$ cat src/rtl/jtframe_sdram_pkg.sv
// Shared types and constants for the SDRAM access arbiter.
package jtframe_sdram_pkg;
  typedef enum logic [1:0] {
    ST_IDLE,
    ST_GAME,
    ST_PROG,
    ST_REF
  } arb_state_e;

  localparam int BANK_W         = 2;
  localparam int MASK_W         = 2;
  localparam int SD_DW          = 16;
  localparam int REF_PERIOD_DEF = 750;
endpackage

$ cat src/rtl/jtframe_sdram_refcnt.sv
// Free-running refresh period counter with a saturating pending flag.
module jtframe_sdram_refcnt #(
  parameter int REF_PERIOD = 750
) (
  input  logic clk_i,
  input  logic rst_i,
  input  logic clr_i,
  output logic pending_o
);
  localparam int CW = (REF_PERIOD > 2) ? $clog2(REF_PERIOD) : 1;
  localparam logic [CW-1:0] RELOAD = CW'(REF_PERIOD - 1);

  logic [CW-1:0] cnt_q, cnt_d;
  logic          pend_q, pend_d;
  logic          expire;

  always_comb begin
    expire = (cnt_q == '0);
    cnt_d  = expire ? RELOAD : cnt_q - 1'b1;
    pend_d = pend_q;
    if (clr_i)  pend_d = 1'b0;
    // A new period expiring on the clear cycle must still be served
    if (expire) pend_d = 1'b1;
  end

  always_ff @(posedge clk_i) begin
    if (rst_i) begin
      cnt_q  <= RELOAD;
      pend_q <= 1'b0;
    end else begin
      cnt_q  <= cnt_d;
      pend_q <= pend_d;
    end
  end

  assign pending_o = pend_q;
endmodule

$ cat src/rtl/jtframe_sdram_arb.sv
// Single-port SDRAM scheduler: download path, game path and periodic refresh.
// Refresh insertion is compiled in only when JTFRAME_SDRAM_ARB_REFRESH_EN is defined.
module jtframe_sdram_arb
  import jtframe_sdram_pkg::*;
#(
  parameter int REF_PERIOD = REF_PERIOD_DEF,
  parameter int AW         = 22
) (
  input  logic              clk_rom,
  input  logic              rst,
  input  logic              downloading,
  input  logic              refresh_en,
  input  logic              prog_we,
  input  logic              prog_rd,
  input  logic [AW-1:0]     prog_addr,
  input  logic [SD_DW-1:0]  prog_data,
  input  logic [MASK_W-1:0] prog_mask,
  input  logic [BANK_W-1:0] prog_bank,
  output logic              prog_ack,
  output logic              prog_rdy,
  input  logic              sdram_req,
  input  logic              sdram_rnw,
  input  logic [AW-1:0]     sdram_addr,
  input  logic [BANK_W-1:0] sdram_bank,
  input  logic [MASK_W-1:0] sdram_wrmask,
  input  logic [SD_DW-1:0]  data_write,
  output logic              sdram_ack,
  output logic              data_rdy,
  output logic              ctl_req,
  output logic              ctl_refresh,
  output logic              ctl_rnw,
  output logic [AW-1:0]     ctl_addr,
  output logic [BANK_W-1:0] ctl_bank,
  output logic [MASK_W-1:0] ctl_mask,
  output logic [SD_DW-1:0]  ctl_din,
  input  logic              ctl_ack,
  input  logic              ctl_rdy
);
  arb_state_e        state_q, state_d;
  logic              req_q, req_d, refr_q, refr_d;
  logic              rnw_q, rnw_d;
  logic [AW-1:0]     addr_q, addr_d;
  logic [BANK_W-1:0] bank_q, bank_d;
  logic [MASK_W-1:0] mask_q, mask_d;
  logic [SD_DW-1:0]  din_q, din_d;
  logic              pack_q, pack_d, prdy_q, prdy_d;
  logic              sack_q, sack_d, drdy_q, drdy_d;
  logic              ref_go, ref_clr, prog_go, game_go;

`ifdef JTFRAME_SDRAM_ARB_REFRESH_EN
  logic ref_pend;

  jtframe_sdram_refcnt #(.REF_PERIOD(REF_PERIOD)) u_refcnt (
    .clk_i     (clk_rom),
    .rst_i     (rst),
    .clr_i     (ref_clr),
    .pending_o (ref_pend)
  );

  // During a download the game cannot refresh on its behalf, so always allow it
  assign ref_go      = ref_pend & (refresh_en | downloading);
  assign ctl_refresh = refr_q;
`else
  logic unused_refresh;
  assign unused_refresh = ^{refresh_en, ref_clr, refr_q};
  assign ref_go         = 1'b0;
  assign ctl_refresh    = 1'b0;
`endif

  assign prog_go = prog_we | prog_rd;
  assign game_go = sdram_req & ~downloading;

  always_comb begin
    state_d = state_q;
    req_d   = req_q;
    refr_d  = refr_q;
    rnw_d   = rnw_q;
    addr_d  = addr_q;
    bank_d  = bank_q;
    mask_d  = mask_q;
    din_d   = din_q;
    pack_d  = 1'b0;
    prdy_d  = 1'b0;
    sack_d  = 1'b0;
    drdy_d  = 1'b0;
    ref_clr = 1'b0;
    case (state_q)
      ST_IDLE: begin
        if (ref_go) begin
          state_d = ST_REF;
          refr_d  = 1'b1;
        end else if (prog_go) begin
          state_d = ST_PROG;
          req_d   = 1'b1;
          rnw_d   = ~prog_we;
          addr_d  = prog_addr;
          bank_d  = prog_bank;
          mask_d  = prog_mask;
          din_d   = prog_data;
        end else if (game_go) begin
          state_d = ST_GAME;
          req_d   = 1'b1;
          rnw_d   = sdram_rnw;
          addr_d  = sdram_addr;
          bank_d  = sdram_bank;
          mask_d  = sdram_wrmask;
          din_d   = data_write;
        end
      end
      ST_GAME, ST_PROG: begin
        if (ctl_ack && req_q) begin
          req_d = 1'b0;
          if (state_q == ST_GAME) sack_d = 1'b1;
          else                    pack_d = 1'b1;
        end
        if (ctl_rdy) begin
          req_d   = 1'b0;
          state_d = ST_IDLE;
          if (state_q == ST_GAME) drdy_d = 1'b1;
          else                    prdy_d = 1'b1;
        end
      end
      ST_REF: begin
        if (ctl_ack && refr_q) refr_d = 1'b0;
        if (ctl_rdy) begin
          refr_d  = 1'b0;
          ref_clr = 1'b1;
          state_d = ST_IDLE;
        end
      end
      default: state_d = ST_IDLE;
    endcase
  end

  always_ff @(posedge clk_rom) begin
    if (rst) begin
      state_q <= ST_IDLE;
      req_q   <= 1'b0;
      refr_q  <= 1'b0;
      rnw_q   <= 1'b0;
      addr_q  <= '0;
      bank_q  <= '0;
      mask_q  <= '0;
      din_q   <= '0;
      pack_q  <= 1'b0;
      prdy_q  <= 1'b0;
      sack_q  <= 1'b0;
      drdy_q  <= 1'b0;
    end else begin
      state_q <= state_d;
      req_q   <= req_d;
      refr_q  <= refr_d;
      rnw_q   <= rnw_d;
      addr_q  <= addr_d;
      bank_q  <= bank_d;
      mask_q  <= mask_d;
      din_q   <= din_d;
      pack_q  <= pack_d;
      prdy_q  <= prdy_d;
      sack_q  <= sack_d;
      drdy_q  <= drdy_d;
    end
  end

  assign ctl_req   = req_q;
  assign ctl_rnw   = rnw_q;
  assign ctl_addr  = addr_q;
  assign ctl_bank  = bank_q;
  assign ctl_mask  = mask_q;
  assign ctl_din   = din_q;
  assign prog_ack  = pack_q;
  assign prog_rdy  = prdy_q;
  assign sdram_ack = sack_q;
  assign data_rdy  = drdy_q;
endmodule
$ cat config.mk
export PLATFORM = sky130hd
export DESIGN_NAME = jtframe_sdram_arb
export DESIGN_NICKNAME = d
export VERILOG_FILES = /design/src/rtl/jtframe_sdram_pkg.sv /design/src/rtl/jtframe_sdram_refcnt.sv /design/src/rtl/jtframe_sdram_arb.sv
export SDC_FILE = /design/constraint.sdc
export NUM_CORES = 1
export LEC_CHECK = 0
export BUFFER_PORTS_ARGS = -buffer_cell sky130_fd_sc_hd__buf_2
export CAP_MARGIN = 25
export CORE_MARGIN = 1.5
export CORE_UTILIZATION = 36
export CTS_CLUSTER_DIAMETER = 40
export DETAILED_ROUTE_END_ITERATION = 6
export GPL_ROUTABILITY_DRIVEN = 0
export GPL_TIMING_DRIVEN = 1
export PLACE_DENSITY_LB_ADDON = 0.2
export SLEW_MARGIN = 20
export SYNTH_ARGS = -nofsm -noshare
export SYNTH_HDL_FRONTEND = slang
export SYNTH_SLANG_ARGS = --single-unit
$ cat constraint.sdc
create_clock -name clk_rom -period 1.35 [get_ports clk_rom]
set_clock_uncertainty 0.15 [all_clocks]
set_input_delay 0 -clock clk_rom [delete_from_list [all_inputs] [get_ports clk_rom]]
set_output_delay 0 -clock clk_rom [all_outputs]
set_load 0.02 [all_outputs]
==> results.toml, run 1 <==
[outcome]
status = "finished, violations left"
violations = "setup timing"

[power]
comb_power_share_pct = 35.3
p_leak_nw = 2.16
powerDensity_nw_per_um2 = 936
peakVddDrop_mv = 0.541
p_sw_mw = 1.27
clockPowerShare_pct = 22.1
p_sw_share_pct = 31.4
pwr-share-seq_pct = 42.6
p_int_mw = 2.77

[synth]
synthAdderAreaFrac_pct = 1.09
seq_area_frac_synth_pct = 43.4
yosysWarnings = 0
synthDominantCellAreaShare_pct = 43.4
synth_most_common_cell = "dfxtp_1"
synth_edf_count = 0
syn_area_um2 = 2300
synth_top_family_by_area = "compound AO/OA/AOI/OAI gates"
synth_seq_cells = 50
yosys-top-cells-area = "dfxtp_1, mux2i_1, o32ai_1"
yosysTopAreaCell = "dfxtp_1"
async_flop_share_pct = 0
synth_common_cells = "dfxtp_1, inv_1, mux2i_1, o32ai_1, clkbuf_1"
syn_nets = 326
synthCells = 230
synth_mux_area_share_pct = 18.7
synth_compound_area_share_pct = 19.2
synth.distinct_cells = 28
ys.flop_type = "dfxtp_1"
synthSimpleGateAreaFrac_pct = 4.72
synth_xor_area_share_pct = 0
syn_area_per_cell_um2 = 10.0

[die]
dieArea_um2 = 6890
coreArea_um2 = 6060
start_util_pct = 38.0
num_rows = 28
die_y_um = 83.0
die_w_um = 83.0
pin_count = 143

[final_layout]
final_util_pct = 71.1
area_growth_syn_to_layout_pct = 86.9
multi_input_area_um2 = 1100
regArea_um2 = 1000
fin_area_um2 = 4310
drive_gt1_share_pct = 38.9
finalNonFillerCells = 546
num-nets-final = 565
fillCellCount = 466

[global_route]
antenna_found_initial = 1
grt_use_total_pct = 22.5
grt_first_pass_wirelength_um = 12800
grt_max_degree = 42
grt_remaining_overflow = 0
grt_pass1_vias = 2793

[detailed_routing]
drt_iter0_markers = 67
vias = 2616
drc = 0
routed.top_layer = "met4"
wl_met2_um = 4020
wl_met3_um = 527
drt-total-wl_um = 7900
dr.pass1.iters = 4
met1Wirelength_um = 3200
via_per_inst = 4.79
ant_nets = 0
wl_per_cell_um = 14.5

[clocking]
cts.clk_slew.worst_paths_ns = 0.09
cts_buffers = 5
cts.sinks = 50
h-tree-depth = 2
cts_tree = "built"
clock-root-buffer = "clkbuf_8"
ctsLongestPathBuffers = 2
insertion_delay_ns = 0.30

[setup_path]
cp-end-kind = "flip-flop"
cp_max_fo = 41
cp.required_ns = 1.38
cp.arrival_ns = 1.47
worst_setup_path_start_kind = "flip-flop"
crit_type = "flip-flop to flip-flop"

[place]
numPortBuffers = 140
dp.final_hpwl_um = 4120
place_ws_ns = -0.0652
dp.cells = 440
place_area_um2 = 3170

[timing]
fin_ws_ns = -0.0847
hold_viol = 0
whs_ns = 0.0482
setup_violations = 43
fin_crit_ns = 1.43
max_freq_mhz = 697
rsz0062_at_grt = "yes"
period_share_pct = 106
finalMaxSlewViolations = 0

[hold_path]
hold_class = "input pin to flip-flop"

[job]
cap_violations = 0
## cell families after synthesis
kind of cell	count (synthesis)
adders and majority gates	2
buffers and inverters	64
muxes	43
and+or+nand+nor	18
DFF	50
other	1
AOI/OAI and AO/OA	52
## metrics by stage
stage | setup TNS [ns] | total power, mW
2_1_floorplan | 0 | 2.43
3_3_place_gp | -0.318 | 2.85
3_5_place_dp | -1.72 | 2.86
4_1_cts | -1.32 | 3.98
5_1_grt | -4.54 | 4.24
6_report | -2.66 | 4.03
## power groups by stage
stage / registers, mW / clock network [mW] / logic [mW]
2_1_floorplan: 1.94 / 0 / 0.485
3_3_place_gp: 1.75 / 0 / 1.10
3_5_place_dp: 1.75 / 0 / 1.11
4_1_cts: 1.72 / 0.927 / 1.34
5_1_grt: 1.74 / 0.970 / 1.53
6_report: 1.72 / 0.893 / 1.42
## cells in the final DEF, fill, tap and decap left out, drive strengths merged
cell,synthesis,layout
a21boi,1,1
conb,1,1
and3,1,1
o21ai,4,4
nand2,2,2
nor2b,5,5
and4b,1,1
clkbuf,9,8
o32ai,42,42
a211oi,1,1
clkinv,0,1
buf,10,157
nor2,3,3
and4,1,1
nor3,1,1
nand2b,1,1
o31ai,1,1
a31oi,1,1
ha,2,2
mux2,1,1
and3b,1,1
dfxtp,50,50
nor3b,1,1
diode,0,1
or2,1,1
mux2i,42,42
a21oi,2,2
inv,45,45
dlygate4sd3,0,93
## layer usage
| metal | GRT usage [%] | up-vias |
|---|---|---|
| met5 | 0 | - |
| met3 | 6.16 | 18 |
| met4 | 8.18 | 0 |
| li1 | - | 1301 |
| met1 | 25.5 | 1183 |
| met2 | 40.4 | 114 |
## worst paths after layout
check / from / endpoint / slack, ns / cells after the start
setup reg to reg: state_q[0]$_SDFFE_PP0P_ / ctl_din[14]$_SDFFE_PP0P_ / -0.08 / 5
hold reg to reg: ctl_din[12]$_SDFFE_PP0P_ / ctl_din[12]$_SDFFE_PP0P_ / 0.33 / 2
setup / recovery: state_q[0]$_SDFFE_PP0P_ / ctl_din[14]$_SDFFE_PP0P_ / -0.08 / 5
hold / removal: rst / ctl_req$_SDFFE_PP0P_ / 0.05 / 3
## timing repair
| action | in CTS | in global routing |
|---|---|---|
| hold endpoints to repair | 50 | 0 |
| setup endpoints to repair | 44 | 46 |
| setup buffers | 0 | 3 |
| hold buffers | 93 | 0 |
| pin swaps | 0 | 3 |
| cloned | 0 | 1 |
| resized for setup | 5 | 8 |
## registers in the layout, indices dropped and copies added (netlist names)
signal     flops
state_q        2
prog_rdy       1
ctl_rnw        1
data_rdy       1
ctl_mask       2
prog_ack       1
ctl_din       16
ctl_bank       2
ctl_req        1
ctl_addr      22
sdram_ack      1
## worst max-delay path, cell delays in order, from the launching register on
cell	delay [ns]
dfxtp_2	0.34
inv_2	0.07
ha_4	0.16
a21boi_4	0.23
buf_12	0.24
o32ai_2	0.11
## final cells by class
| class | instances | share of cell area (%) |
|---|---|---|
| multi-input cells | 116 | 25.6 |
| repair buffers | 251 | 42.9 |
| well taps | 75 | 2.18 |
| inverters | 45 | 3.92 |
| clock buffers | 7 | 2.00 |
| clock inverters | 1 | 0.116 |
| flip-flops and latches | 50 | 23.3 |
| diodes | 1 | 0.0581 |
Power figures use the tool's default switching activity.
==> run 2: changes to the inputs <==
--- a/config.mk
+++ b/config.mk
@@ -5,9 +5,10 @@
 export SDC_FILE = /design/constraint.sdc
 export NUM_CORES = 1
 export LEC_CHECK = 0
+export ABC_AREA = 1
 export BUFFER_PORTS_ARGS = -buffer_cell sky130_fd_sc_hd__buf_2
 export CAP_MARGIN = 25
-export CORE_MARGIN = 1.5
+export CORE_MARGIN = 2
 export CORE_UTILIZATION = 36
 export CTS_CLUSTER_DIAMETER = 40
 export DETAILED_ROUTE_END_ITERATION = 6
==> results.toml, run 2 <==
[timing]
max_freq_mhz = 772
hold_viol = 0
relSlewSlack_pct = 52.5
setup_violations = 0
fin_tns_setup_ns = 0
finalMaxSlewViolations = 0
rsz0062_at_grt = "yes"
tightest_slew_ns = 0.711
fin_crit_ns = 1.30
period_share_pct = 96.0

[power]
peakVddDrop_mv = 0.485
p_sw_mw = 1.49
p_leak_nw = 2.57
clockPowerShare_pct = 19.3
comb_power_share_pct = 40.3
powerDensity_nw_per_um2 = 935
p_int_mw = 2.81
pwr-share-seq_pct = 40.3
p_sw_share_pct = 34.6
power_mw = 4.31

[global_route]
antenna_found_initial = 0
grt_pass1_vias = 3190
grt_max_degree = 44
grt_remaining_overflow = 0
grt_use_total_pct = 22.3
grt_first_pass_wirelength_um = 13700

[final_layout]
final_cell_mix = "nand2_1, buf_2, dlygate4sd3_1, nor2_1, dfxtp_1"
diodes = 0
largest_register_ffs = 22
drive_gt1_share_pct = 26.5
num-nets-final = 780
final_common_cell = "nand2_1"
finalNonFillerCells = 780
area_growth_syn_to_layout_pct = 77.8

[clocking]
cts_buffers = 5
ctsLongestPathBuffers = 2
clock-root-buffer = "clkbuf_8"
insertion_delay_ns = 0.30
h-tree-depth = 2
cts.clk_slew.worst_paths_ns = 0.09
cts.sinks = 50
cts_tree = "built"

[synth]
yosysTopAreaCell = "dfxtp_1"
synth_common_cells = "nand2_1, nor2_1, dfxtp_1"
synth_most_common_cell = "nand2_1"
synth.distinct_cells = 17
ys.flop_type = "dfxtp_1"
yosys-top-cells-area = "dfxtp_1, nand2_1, nor2_1"
synthDominantCellAreaShare_pct = 38.6
seq_area_frac_synth_pct = 38.6
syn_area_per_cell_um2 = 5.76
yosysWarnings = 0
syn_nets = 546
synthCells = 450
synth_seq_cells = 50
synth_edf_count = 0
async_flop_share_pct = 0
syn_area_um2 = 2590

[setup_path]
crit_type = "flip-flop to flip-flop"
cpMostUsedCell = "nor2_1"
cp.required_ns = 1.40
cp.arrival_ns = 1.35
cp_slowest_cell = "dfxtp_2"
worst_setup_path_start_kind = "flip-flop"
cp-end-kind = "flip-flop"
slowest_delay_ns = 0.33
crit_chain = "inv_2 -> ha_4 -> nand2_4 -> buf_16 -> nor2_1 -> nor2_1"
cp_max_fo = 11

[job]
cap_violations = 0

[die]
coreArea_um2 = 6870
num_rows = 30
start_util_pct = 37.7
pin_count = 143
die_w_um = 88.8
die_y_um = 88.8
dieArea_um2 = 7890

[detailed_routing]
ant_nets = 0
wl_per_cell_um = 12.1
dr.pass1.iters = 4
drt-total-wl_um = 9470
via_per_inst = 4.32
drt_iter0_markers = 134
drc = 0
vias = 3371

[place]
numPortBuffers = 140
dp.final_hpwl_um = 4930
dp.cells = 672

[hold_path]
hold_class = "input pin to flip-flop"

[outcome]
status = "finished, final reports clean"
==> run 2: changes by cell type after synthesis, sizes merged, moves of 2 or more <==
cell,delta
nor4,+2
clkbuf,+4
a21oi,+2
mux2i,-42
nand2,+217
nor2,+88
inv,+5
o32ai,-42
nor2b,-5
o21ai,-4
nand3,+7
==> run 2: worst paths after layout <==
path / cells past startpoint / end / slack [ns] / startpoint
hold reg to reg: 2 / ctl_rnw$_SDFFE_PP0P_ / 0.32 / ctl_rnw$_SDFFE_PP0P_
setup reg to reg: 6 / ctl_addr[3]$_SDFFE_PP0P_ / 0.05 / state_q[1]$_SDFFE_PP0P_
setup / recovery: 6 / ctl_addr[3]$_SDFFE_PP0P_ / 0.05 / state_q[1]$_SDFFE_PP0P_
hold / removal: 5 / ctl_rnw$_SDFFE_PP0P_ / 0.10 / prog_we
==> run 2: kinds of logic after synthesis <==
logic type                 after synthesis  share of synthesized area (%)
adders and majority gates                2                          0.966
and+or+nand+nor                        319                           47.2
DFF                                     50                           38.6
other                                    1                          0.145
buffers and inverters                   74                           12.3
AOI/OAI and AO/OA                        4                          0.773
==> run 2: repair_timing <==
item	in CTS	in global routing
cloned	1	6
resized for setup	8	13
endpoints found under the hold margin	50	0
buffers inserted	0	2
setup endpoints to repair	25	44
hold buffers	92	0
pin swaps	0	3
==> run 2: metrics by stage <==
| step | setup WS (ns) | utilization [%] | hold slack (ns) | cell area (µm²) |
|---|---|---|---|---|
| 2_1_floorplan | 0.000357 | - | -0.0809 | 2610 |
| 3_3_place_gp | 0.0380 | 49.3 | 0.109 | 3380 |
| 3_5_place_dp | -0.0134 | 49.3 | 0.114 | 3380 |
| 4_1_cts | 0.0102 | 64.5 | 0.0704 | 4430 |
| 5_1_grt | -0.0231 | 67.1 | 0.121 | 4610 |
| 6_report | 0.0540 | 67.1 | 0.104 | 4610 |
==> run 2: power by group through the flow <==
stage / logic (mW) / registers (mW) / clock network, mW
2_1_floorplan: 0.648 / 1.98 / 0
3_3_place_gp: 1.27 / 1.76 / 0
3_5_place_dp: 1.29 / 1.77 / 0
4_1_cts: 1.55 / 1.74 / 0.876
5_1_grt: 1.91 / 1.76 / 0.927
6_report: 1.74 / 1.74 / 0.832
==> run 2: final cells by class <==
class	count	area [µm²]
fillers	594	2260
flip-flops and latches	50	1000
well taps	96	120
clock buffers	7	76.3
repair buffers	249	1880
inverters	51	191
multi-input cells	327	1340
==> run 2: per-layer routing <==
layer  up-vias  wire length (µm)  GRT usage [%]  share of wire [%]
met5         -                 0              0                  0
met4         0               255           9.50                2.7
li1       1763                 -              -                  -
met3        26               579           5.50                6.1
met1      1462              3610           22.7                 38
met2       120              5020           42.7                 53
==> run 2: critical path: cells and delay by family (launching register included) <==
kind / cells / cell delay [ns]
fa+ha+maj: 1 / 0.19
buf+inv: 2 / 0.24
flops: 1 / 0.33
simple gates: 3 / 0.28
